$ cat src/rtl/uart_frame_sched_if.sv
// Bundle of the scheduler's handshake, UART, engine and RAM signals.
// master = the scheduler, slave = the surrounding cores, RAM and bench.
interface uart_frame_sched_if #(
    parameter int ADDR_W = 15
);
    logic              en;
    logic              rx_dv;
    logic [7:0]        rx_byte;
    logic              proc_done;
    logic [ADDR_W-1:0] proc_addr;
    logic [7:0]        proc_wdata;
    logic              proc_we;
    logic              tx_busy;
    logic [7:0]        mem_rdata;
    logic [ADDR_W-1:0] mem_addr;
    logic [7:0]        mem_wdata;
    logic              mem_we;
    logic              proc_start;
    logic              tx_start;
    logic [7:0]        tx_byte;
    logic              rx_ovf;
    logic              led_rx_n;
    logic              led_tx_n;

    modport master (
        input  en, rx_dv, rx_byte, proc_done, proc_addr, proc_wdata, proc_we,
               tx_busy, mem_rdata,
        output mem_addr, mem_wdata, mem_we, proc_start, tx_start, tx_byte,
               rx_ovf, led_rx_n, led_tx_n
    );

    modport slave (
        output en, rx_dv, rx_byte, proc_done, proc_addr, proc_wdata, proc_we,
               tx_busy, mem_rdata,
        input  mem_addr, mem_wdata, mem_we, proc_start, tx_start, tx_byte,
               rx_ovf, led_rx_n, led_tx_n
    );
endinterface

$ cat src/rtl/uart_frame_sched.sv
// Frame sequencer owning the single-port buffer: RX fill, engine pass, TX read-back.
// RX write lands one cycle after rx_dv; TX paced by tx_busy; en low aborts to IDLE.
module uart_frame_sched #(
    parameter int ADDR_W = 15,
    parameter int DEPTH  = 2**ADDR_W
) (
    input  logic               clk,
    input  logic               rst_n,
    uart_frame_sched_if.master bus
);
    localparam logic [ADDR_W:0] FULL = (ADDR_W+1)'(DEPTH);
    localparam logic [ADDR_W:0] ONE  = (ADDR_W+1)'(1);

    typedef enum logic [2:0] {
        IDLE, RX_FILL, PROC, TX_ADDR, TX_LAT, TX_WAIT, TX_HOLD, DONE
    } state_t;

    state_t            state;
    logic [ADDR_W:0]   wr_cnt;
    logic [ADDR_W:0]   rd_cnt;
    logic [ADDR_W-1:0] mem_addr_r;
    logic [7:0]        mem_wdata_r;
    logic              mem_we_r;
    logic              proc_start_r;
    logic              tx_start_r;
    logic [7:0]        tx_byte_r;
    logic              rx_ovf_r;
    logic              led_rx_r;
    logic              led_tx_r;
    logic              ovf_set;

    // A strobe in RX_FILL only counts as overflow once the frame is already full.
    assign ovf_set = bus.rx_dv && (state != RX_FILL || (bus.en && wr_cnt == FULL));

    always_ff @(posedge clk or negedge rst_n) begin
        if (!rst_n) begin
            state        <= IDLE;
            wr_cnt       <= '0;
            rd_cnt       <= '0;
            mem_addr_r   <= '0;
            mem_wdata_r  <= '0;
            mem_we_r     <= 1'b0;
            proc_start_r <= 1'b0;
            tx_start_r   <= 1'b0;
            tx_byte_r    <= '0;
            rx_ovf_r     <= 1'b0;
            led_rx_r     <= 1'b1;
            led_tx_r     <= 1'b1;
        end else begin
            mem_we_r     <= 1'b0;
            proc_start_r <= 1'b0;
            tx_start_r   <= 1'b0;
            if (!bus.en) begin
                state <= IDLE;
            end else begin
                case (state)
                    IDLE: begin
                        state    <= RX_FILL;
                        wr_cnt   <= '0;
                        rd_cnt   <= '0;
                        rx_ovf_r <= 1'b0;
                        led_rx_r <= 1'b1;
                        led_tx_r <= 1'b1;
                    end
                    RX_FILL: begin
                        // Leave only after the last write has been on the bus.
                        if (wr_cnt == FULL) begin
                            state        <= PROC;
                            proc_start_r <= 1'b1;
                        end else if (bus.rx_dv) begin
                            mem_we_r    <= 1'b1;
                            mem_addr_r  <= wr_cnt[ADDR_W-1:0];
                            mem_wdata_r <= bus.rx_byte;
                            wr_cnt      <= wr_cnt + ONE;
                            if (wr_cnt == FULL - ONE) led_rx_r <= 1'b0;
                        end
                    end
                    PROC: begin
                        if (bus.proc_done) begin
                            state      <= TX_ADDR;
                            mem_addr_r <= rd_cnt[ADDR_W-1:0];
                        end
                    end
                    TX_ADDR: state <= TX_LAT;
                    TX_LAT:  state <= TX_WAIT;
                    TX_WAIT: begin
                        tx_byte_r <= bus.mem_rdata;
                        if (!bus.tx_busy) begin
                            tx_start_r <= 1'b1;
                            rd_cnt     <= rd_cnt + ONE;
                            state      <= TX_HOLD;
                        end
                    end
                    TX_HOLD: begin
                        // tx_busy only rises the cycle after tx_start, so skip that cycle.
                        if (!tx_start_r && !bus.tx_busy) begin
                            if (rd_cnt == FULL) begin
                                state    <= DONE;
                                led_tx_r <= 1'b0;
                            end else begin
                                state      <= TX_ADDR;
                                mem_addr_r <= rd_cnt[ADDR_W-1:0];
                            end
                        end
                    end
                    DONE:    state <= DONE;
                    default: state <= IDLE;
                endcase
            end
            if (ovf_set) rx_ovf_r <= 1'b1;
        end
    end

    // Engine owns the port combinationally in PROC; strobes are squashed in the abort cycle.
    assign bus.mem_addr   = (state == PROC) ? bus.proc_addr  : mem_addr_r;
    assign bus.mem_wdata  = (state == PROC) ? bus.proc_wdata : mem_wdata_r;
    assign bus.mem_we     = ((state == PROC) ? bus.proc_we : mem_we_r) & bus.en;
    assign bus.proc_start = proc_start_r & bus.en;
    assign bus.tx_start   = tx_start_r & bus.en;
    assign bus.tx_byte    = tx_byte_r;
    assign bus.rx_ovf     = rx_ovf_r;
    assign bus.led_rx_n   = led_rx_r;
    assign bus.led_tx_n   = led_tx_r;
endmodule

$ cat src/flat_wrapper.sv
// flat-port wrapper written by rule: the top's interface ports become plain ports
module uart_frame_sched_flat 
#(
    parameter int ADDR_W = 15,
    parameter int DEPTH  = 2**ADDR_W
)
  (clk, rst_n, bus_en, bus_rx_dv, bus_rx_byte, bus_proc_done, bus_proc_addr, bus_proc_wdata, bus_proc_we, bus_tx_busy, bus_mem_rdata, bus_mem_addr, bus_mem_wdata, bus_mem_we, bus_proc_start, bus_tx_start, bus_tx_byte, bus_rx_ovf, bus_led_rx_n, bus_led_tx_n);
  uart_frame_sched_if #(.ADDR_W(ADDR_W)) bus_i ();
  input  logic clk;
  input  logic rst_n;
  input wire logic [$bits(bus_i.en)-1:0] bus_en;
  input wire logic [$bits(bus_i.rx_dv)-1:0] bus_rx_dv;
  input wire logic [$bits(bus_i.rx_byte)-1:0] bus_rx_byte;
  input wire logic [$bits(bus_i.proc_done)-1:0] bus_proc_done;
  input wire logic [$bits(bus_i.proc_addr)-1:0] bus_proc_addr;
  input wire logic [$bits(bus_i.proc_wdata)-1:0] bus_proc_wdata;
  input wire logic [$bits(bus_i.proc_we)-1:0] bus_proc_we;
  input wire logic [$bits(bus_i.tx_busy)-1:0] bus_tx_busy;
  input wire logic [$bits(bus_i.mem_rdata)-1:0] bus_mem_rdata;
  output wire logic [$bits(bus_i.mem_addr)-1:0] bus_mem_addr;
  output wire logic [$bits(bus_i.mem_wdata)-1:0] bus_mem_wdata;
  output wire logic [$bits(bus_i.mem_we)-1:0] bus_mem_we;
  output wire logic [$bits(bus_i.proc_start)-1:0] bus_proc_start;
  output wire logic [$bits(bus_i.tx_start)-1:0] bus_tx_start;
  output wire logic [$bits(bus_i.tx_byte)-1:0] bus_tx_byte;
  output wire logic [$bits(bus_i.rx_ovf)-1:0] bus_rx_ovf;
  output wire logic [$bits(bus_i.led_rx_n)-1:0] bus_led_rx_n;
  output wire logic [$bits(bus_i.led_tx_n)-1:0] bus_led_tx_n;
  assign bus_i.en = bus_en;
  assign bus_i.rx_dv = bus_rx_dv;
  assign bus_i.rx_byte = bus_rx_byte;
  assign bus_i.proc_done = bus_proc_done;
  assign bus_i.proc_addr = bus_proc_addr;
  assign bus_i.proc_wdata = bus_proc_wdata;
  assign bus_i.proc_we = bus_proc_we;
  assign bus_i.tx_busy = bus_tx_busy;
  assign bus_i.mem_rdata = bus_mem_rdata;
  assign bus_mem_addr = bus_i.mem_addr;
  assign bus_mem_wdata = bus_i.mem_wdata;
  assign bus_mem_we = bus_i.mem_we;
  assign bus_proc_start = bus_i.proc_start;
  assign bus_tx_start = bus_i.tx_start;
  assign bus_tx_byte = bus_i.tx_byte;
  assign bus_rx_ovf = bus_i.rx_ovf;
  assign bus_led_rx_n = bus_i.led_rx_n;
  assign bus_led_tx_n = bus_i.led_tx_n;
  uart_frame_sched #(.ADDR_W(ADDR_W), .DEPTH(DEPTH)) u_core (.clk(clk), .rst_n(rst_n), .bus(bus_i));
endmodule
$ cat config.mk
export PLATFORM = sky130hd
export DESIGN_NAME = uart_frame_sched_flat
export DESIGN_NICKNAME = d
export VERILOG_FILES = /design/src/rtl/uart_frame_sched_if.sv /design/src/rtl/uart_frame_sched.sv /design/src/flat_wrapper.sv
export SDC_FILE = /design/constraint.sdc
export NUM_CORES = 1
export LEC_CHECK = 0
export CELL_PAD_IN_SITES_DETAIL_PLACEMENT = 1
export CELL_PAD_IN_SITES_GLOBAL_PLACEMENT = 1
export CORE_MARGIN = 8
export CORE_UTILIZATION = 36
export DETAILED_ROUTE_END_ITERATION = 16
export GPL_TIMING_DRIVEN = 0
export PLACE_DENSITY = 0.85
export REMOVE_ABC_BUFFERS = 1
export SLEW_MARGIN = 20
export SYNTH_ARGS = -nofsm -noshare
export SYNTH_HDL_FRONTEND = slang
export SYNTH_SLANG_ARGS = --single-unit
$ cat constraint.sdc
create_clock -name clk -period 2.25 [get_ports clk]
set_clock_uncertainty 0.05 [all_clocks]
set_input_delay 0.3375 -clock clk [delete_from_list [all_inputs] [get_ports clk]]
set_output_delay 0.3375 -clock clk [all_outputs]
set_load 0.05 [all_outputs]
### Yosys cells after proc, flatten, opt, wreduce, memory -nomap -nowiden

Index checks and enable logic that the tools add are counted.

* bits in registers: 72
* input port bits: 46
* output and inout bits: 37

* add/subtract/negate cells: 2
* equal/unequal tests: 23
* multiplexer cells: 41
* bitwise gates (word level): 4
* reduce and logical (&&, ||, !) cells: 22

Operators by type and width (number)
* 15-bit 2-to-1 mux: 6
* 16-bit case mux with 2 select lines: 2
* 16-bit 2-to-1 mux: 3
* 15-bit case mux with 3 select lines: 1
* 16-bit by 1-bit adder with 16-bit output, second input constant: 2
* 16-bit == test, second input constant: 2
* 3-bit case mux with 8 select lines: 1
* 1-bit 2-to-1 mux: 19
* 3-bit 2-to-1 mux: 6
* 16-bit by 15-bit == test with 1-bit output, second input constant: 1
* 4-bit AND reduction: 4
* 3-bit == test, second input constant: 4
* 2-bit != test, second input constant: 5
* 2-bit nonzero test: 5
* 8-bit 2-to-1 mux: 1
* 7-bit AND reduction: 1
* 3-bit by 2-bit == test with 1-bit output, second input constant: 2
* 2-bit by 1-bit != test with 1-bit output, second input constant: 3
* 3-bit by 2-bit != test with 1-bit output, second input constant: 2
* 3-bit != test, second input constant: 2
* 5-bit AND reduction: 1
* 1-bit case mux with 2 select lines: 2
* 2-bit AND reduction: 2
* 1-bit bitwise AND: 3
* 9 further kinds: 12

### Depth between registers and ports, before layout

* depth in word-level cells: 6
* mapped depth: 7
* gate-level depth less buffers: 6

### Worst setup path before layout

OpenSTA, ideal clock, no wires.

* path type: register -> output
* from: register u_core.state[1]
* to: output bus_mem_we
* data arrival time: 2.213 ns
* path slack: -0.350 ns
* stages on the path, launching flop included: 7
* buffers on the path: 2
* path through: dfrtp_1 > clkbuf_1 > nand2b_1 > nor2_1 > clkbuf_1 > nand2_1 > a21boi_1

* cells in the longest elaborated chain, start to end: 3

RTL lines
* from (decl): RTL line uart_frame_sched.sv:18 `state_t state;`
* from (signal assigned): RTL line uart_frame_sched.sv:37 `state <= IDLE;`
* from (signal assigned): RTL line uart_frame_sched.sv:54 `state <= IDLE;`
* from (signal assigned): RTL line uart_frame_sched.sv:58 `state <= RX_FILL;`
* 3-bit by 2-bit == test with 1-bit output: RTL line uart_frame_sched.sv:117 `assign bus.mem_we = ((state == PROC) ? bus.proc_we : mem_we_r) & bus.en;`
* 1-bit 2-to-1 mux: RTL line uart_frame_sched.sv:117
* 1-bit bitwise AND: RTL line uart_frame_sched.sv:117
* to (decl): RTL line flat_wrapper.sv:22 `output wire logic [$bits(bus_i.mem_we)-1:0] bus_mem_we;`

Every way passes these cells.

### Worst setup path in the final report

* from: register u_core.state[2]
* to: register u_core.mem_addr_r[7]

* cells in the longest elaborated chain, start to end: 3
* elaborated cells on any way between the ends: 11

RTL lines
* 3-bit == test (tied with other cells): RTL line uart_frame_sched.sv:56 `case (state)`
* 2-bit != test (no source line) (tied with other cells)
* 7-bit AND reduction (no source line)
* to (signal assigned): RTL line uart_frame_sched.sv:72 `mem_addr_r <= wr_cnt[ADDR_W-1:0];`
* to (signal assigned): RTL line uart_frame_sched.sv:81 `mem_addr_r <= rd_cnt[ADDR_W-1:0];`
* to (signal assigned): RTL line uart_frame_sched.sv:102 `mem_addr_r <= rd_cnt[ADDR_W-1:0];`
* to (decl): RTL line uart_frame_sched.sv:21 `logic [ADDR_W-1:0] mem_addr_r;`

Parallel ways exist; a longest one is shown, timed or not.
A chain may end at the register's enable or synchronous reset.

==> reports/metrics.csv <==
stage,metric,value,unit
run_status,status,"complete, but fails checks",
run_status,violated checks,setup timing,
placed_design,DP HPWL,8350,um
synth,sequential fraction of the synthesis area,0.449,
global_route,global route total overflow,0,
route,initial drt markers,217,
cells_and_area,area of the multi-input gates,0.00239,mm2
synth,ys flop type,dfrtp_1,
global_route,GRT Util Overall,0.194,
route,Vias/cell,5.83,
power,PD cells,534,mW/mm2
route,drt first pass iters,4,
route,post-route ant nets,0,
floorplan,row cnt,38,
placed_design,placed cell areas,0.00502,mm2
floorplan,Die Y,122,um
cells_and_area,Final nets,552,
placed_design,DP Worst Slack,-1.29,ns
sta,Tightest Pin Transition,0.792,ns
sta,Final TNS setup,-4.17,ns
power,switch share,0.331,
floorplan,io pins,83,
floorplan,Core Box Area,0.0109,mm2
route,DRC,0,
synth,Post-synth EDFFs,0,
cells_and_area,fillers,1144,
floorplan,Initial Utilization,0.369,
route,via count,3769,
power,switching pwr,1050,uW
critical_path,startpoint type of the worst setup path,flop,
sta,post-route clock period utilization,1.10,
global_route,vias in the first global route,4114,
synth,Synth Warn #,0,
synth,Post-Syn Area,0.00402,mm2
sta,Hold Slack,0.344,ns
sta,final number of setup-violating endpoints,37,
sta,Final Max Slew Viols,0,
power,cell internal pwr,2130,uW
sta,Final WS setup,-0.230,ns
sta,Slew headroom,0.467,
cts,CTS Buf Count,9,
placed_design,port buffer count,82,
critical_path,kind of critical path,flop to flop,
power,LEAKAGE,0.00267,uW
route,WL/cell,24.0,um
cts,"CTS clk-pin slew, worst paths",0.10,ns
cells_and_area,layout cell share with drive strength beyond 1,0.381,
cts,H-Tree Depth,3,
min_path,Min-Delay Path Class,input port to asynchronous set/reset pin,
route,Routed Wire Length,15500,um
cells_and_area,Area Growth Syn to Fin,48.1,%
power,Seq pwr share,0.439,
cells_and_area,post-route cell area,0.00596,mm2
run,max cap viols,0,
synth,ys async rst share,1.00,
cts,Worst-Skew Late Latency,0.38,ns
placed_design,global placer's final weighted congestion,0.851,
cts,clk buf depth,2,
global_route,antenna violations before repair,0,
cts,clock sink total,72,
floorplan,Die ar.,0.0148,mm2
cts,CTS tree,built,
power,Worst VDD drop,0.000457,V
cells_and_area,ANT cells,0,
synth,Synth Register Bits,72,
synth,Yosys cell types,59,
power,clock share of power,0.334,
critical_path,CP arrival,2.70,ns
sta,Period minus WS final,2.48,ns
synth,Mapped Cells,367,
synth,syn avg cell area,11.0,um2
sta,highest clock rate,403,MHz
cells_and_area,Final Util,0.547,
sta,"Hold Vio Cnt, Final",0,
sta,unrepaired setup endpoints after global routing,true,
critical_path,Setup crit end kind,flop,
critical_path,Worst Path Max Fanout,10,
critical_path,worst endpoint required time,2.47,ns
global_route,largest net degree at the start of global routing,51,
cells_and_area,Register Area,0.00182,mm2
cts,clock root buffer,clkbuf_8,
critical_path,R2R depth,5,
global_route,first-pass GRT wire length,22700,um
power,combinational share of power,0.227,
floorplan,Die W,122,um
placed cells by master, fill, tap and decap left out, types with 5 or more instances in the layout:
master and count:
mux2_2 11, inv_1 6, o31ai_1 9, and2_1 8
mux2i_1 5, clkdlybuf4s50_1 54, o21ai_0 9, dfrtp_1 59
buf_6 27, nand3_1 11, nor2_1 11, and3_1 6
mux2_4 42, a21oi_1 17, buf_4 45, nand2_1 23
nor3_1 5, nand4_1 10, clkbuf_8 9, dfrtp_2 10
o21ai_1 7, or4_1 8, or3_1 6, mux2_1 14
synth_stat cells (2+ instances only):
master	instances	area [um2]
xor2_1	4	35.0
mux2_2	11	124
or4_1	10	75.1
o21a_1	3	22.5
a31oi_1	4	25.0
nand3b_1	2	15.0
a21o_1	2	15.0
nor4_1	4	25.0
buf_6	2	22.5
and4_1	2	17.5
o21ai_1	8	40.0
nor3_1	5	25.0
nand4_1	10	62.6
dfrtp_1	70	1750
dfstp_2	2	52.6
o21ai_0	9	45.0
ha_1	4	50.1
mux2_1	46	518
mux2i_1	5	50.1
a21oi_1	19	95.1
or3_1	6	37.5
mux2_4	10	150
nand3_1	11	55.1
or4_4	2	22.5
and2_1	8	50.1
buf_2	4	20.0
and3_1	6	37.5
clkbuf_1	10	37.5
inv_1	6	22.5
nor3b_1	3	22.5
nor2_1	12	45.0
nor2b_1	4	25.0
nand2b_1	2	12.5
o31ai_1	9	67.6
nor4b_1	2	17.5
or2_2	4	25.0
nand2_1	23	86.3
inv_2	2	7.51
worst max-delay path, cell delays in order, from the launching register on:
cell      delay [ns]
dfrtp_4         0.57
nor3b_2         0.53
o41ai_4         0.23
a221oi_4        0.43
buf_4           0.24
mux2_4          0.31
timing repair:
action                                 in CTS  in global routing
pin swaps                                   9                  4
setup buffers                              38                 12
setup endpoints to repair                  76                 69
endpoints found under the hold margin      21                  0
resized for setup                         197                 56
hold buffers                                1                  0
cloned                                      4                  1
registers in the layout, summed over array words and instances (netlist names):
signal / count
u_core.wr_cnt: 16
u_core.mem_addr_r: 15
u_core.state: 3
u_core.mem_we_r: 1
u_core.bus.led_tx_n: 1
u_core.tx_start_r: 1
u_core.proc_start_r: 1
u_core.bus.led_rx_n: 1
u_core.bus.tx_byte: 8
u_core.mem_wdata_r: 8
u_core.bus.rx_ovf: 1
u_core.rd_cnt: 16
worst paths after layout:
check                                         start                   end  slack (ns)
worst max-delay path                u_core.state[2]  u_core.mem_addr_r[7]       -0.23
worst min-delay path                          rst_n       u_core.state[0]        0.34
worst max register to register      u_core.state[2]  u_core.mem_addr_r[7]       -0.23
worst min register to register  u_core.bus.led_rx_n   u_core.bus.led_rx_n        0.44
max in group asynchronous                     rst_n   u_core.bus.led_rx_n        1.21
min in group clk                u_core.bus.led_rx_n   u_core.bus.led_rx_n        0.44
per-stage QoR:
step	std cells	total power [uW]
finish	647	3180
global route	647	3280
CTS	636	3060
detailed placement	577	1980
global placement	573	1960
floorplan	351	1720
routing by layer:
layer  track usage  vias up  share of wire
met4        0.0671        0          0.049
li1              -     1647              -
met2         0.327      185           0.49
met1         0.230     1881           0.38
met5             0        -              0
met3        0.0574       56          0.083
power groups by stage:
stage | Sequential [uW] | Combinational [uW] | Clock [uW]
2_1_floorplan | 1410 | 314 | 0
3_3_place_gp | 1420 | 541 | 0
3_5_place_dp | 1420 | 566 | 0
4_1_cts | 1390 | 623 | 1050
5_1_grt | 1400 | 763 | 1110
6_report | 1400 | 723 | 1060
cell type report:
type / count / share of cell area
Sequential cell: 72 / 0.306
Timing Repair Buffer: 137 / 0.227
Inverter: 8 / 0.00504
Multi-Input combinational cell: 274 / 0.401
Clock buffer: 9 / 0.0208
Clock inverter: 7 / 0.0111
Tap cell: 140 / 0.0294
logic make-up after synthesis:
| group | synth area share |
|---|---|
| adders and majority gates | 0.0124 |
| muxes | 0.209 |
| xor gates and xnor gates | 0.0109 |
| DFF | 0.449 |
| and+or+nand+nor | 0.191 |
| buffers and inverters | 0.0274 |
| AOI/OAI and AO/OA | 0.100 |
Note: power is estimated with default switching activity, not from simulation.
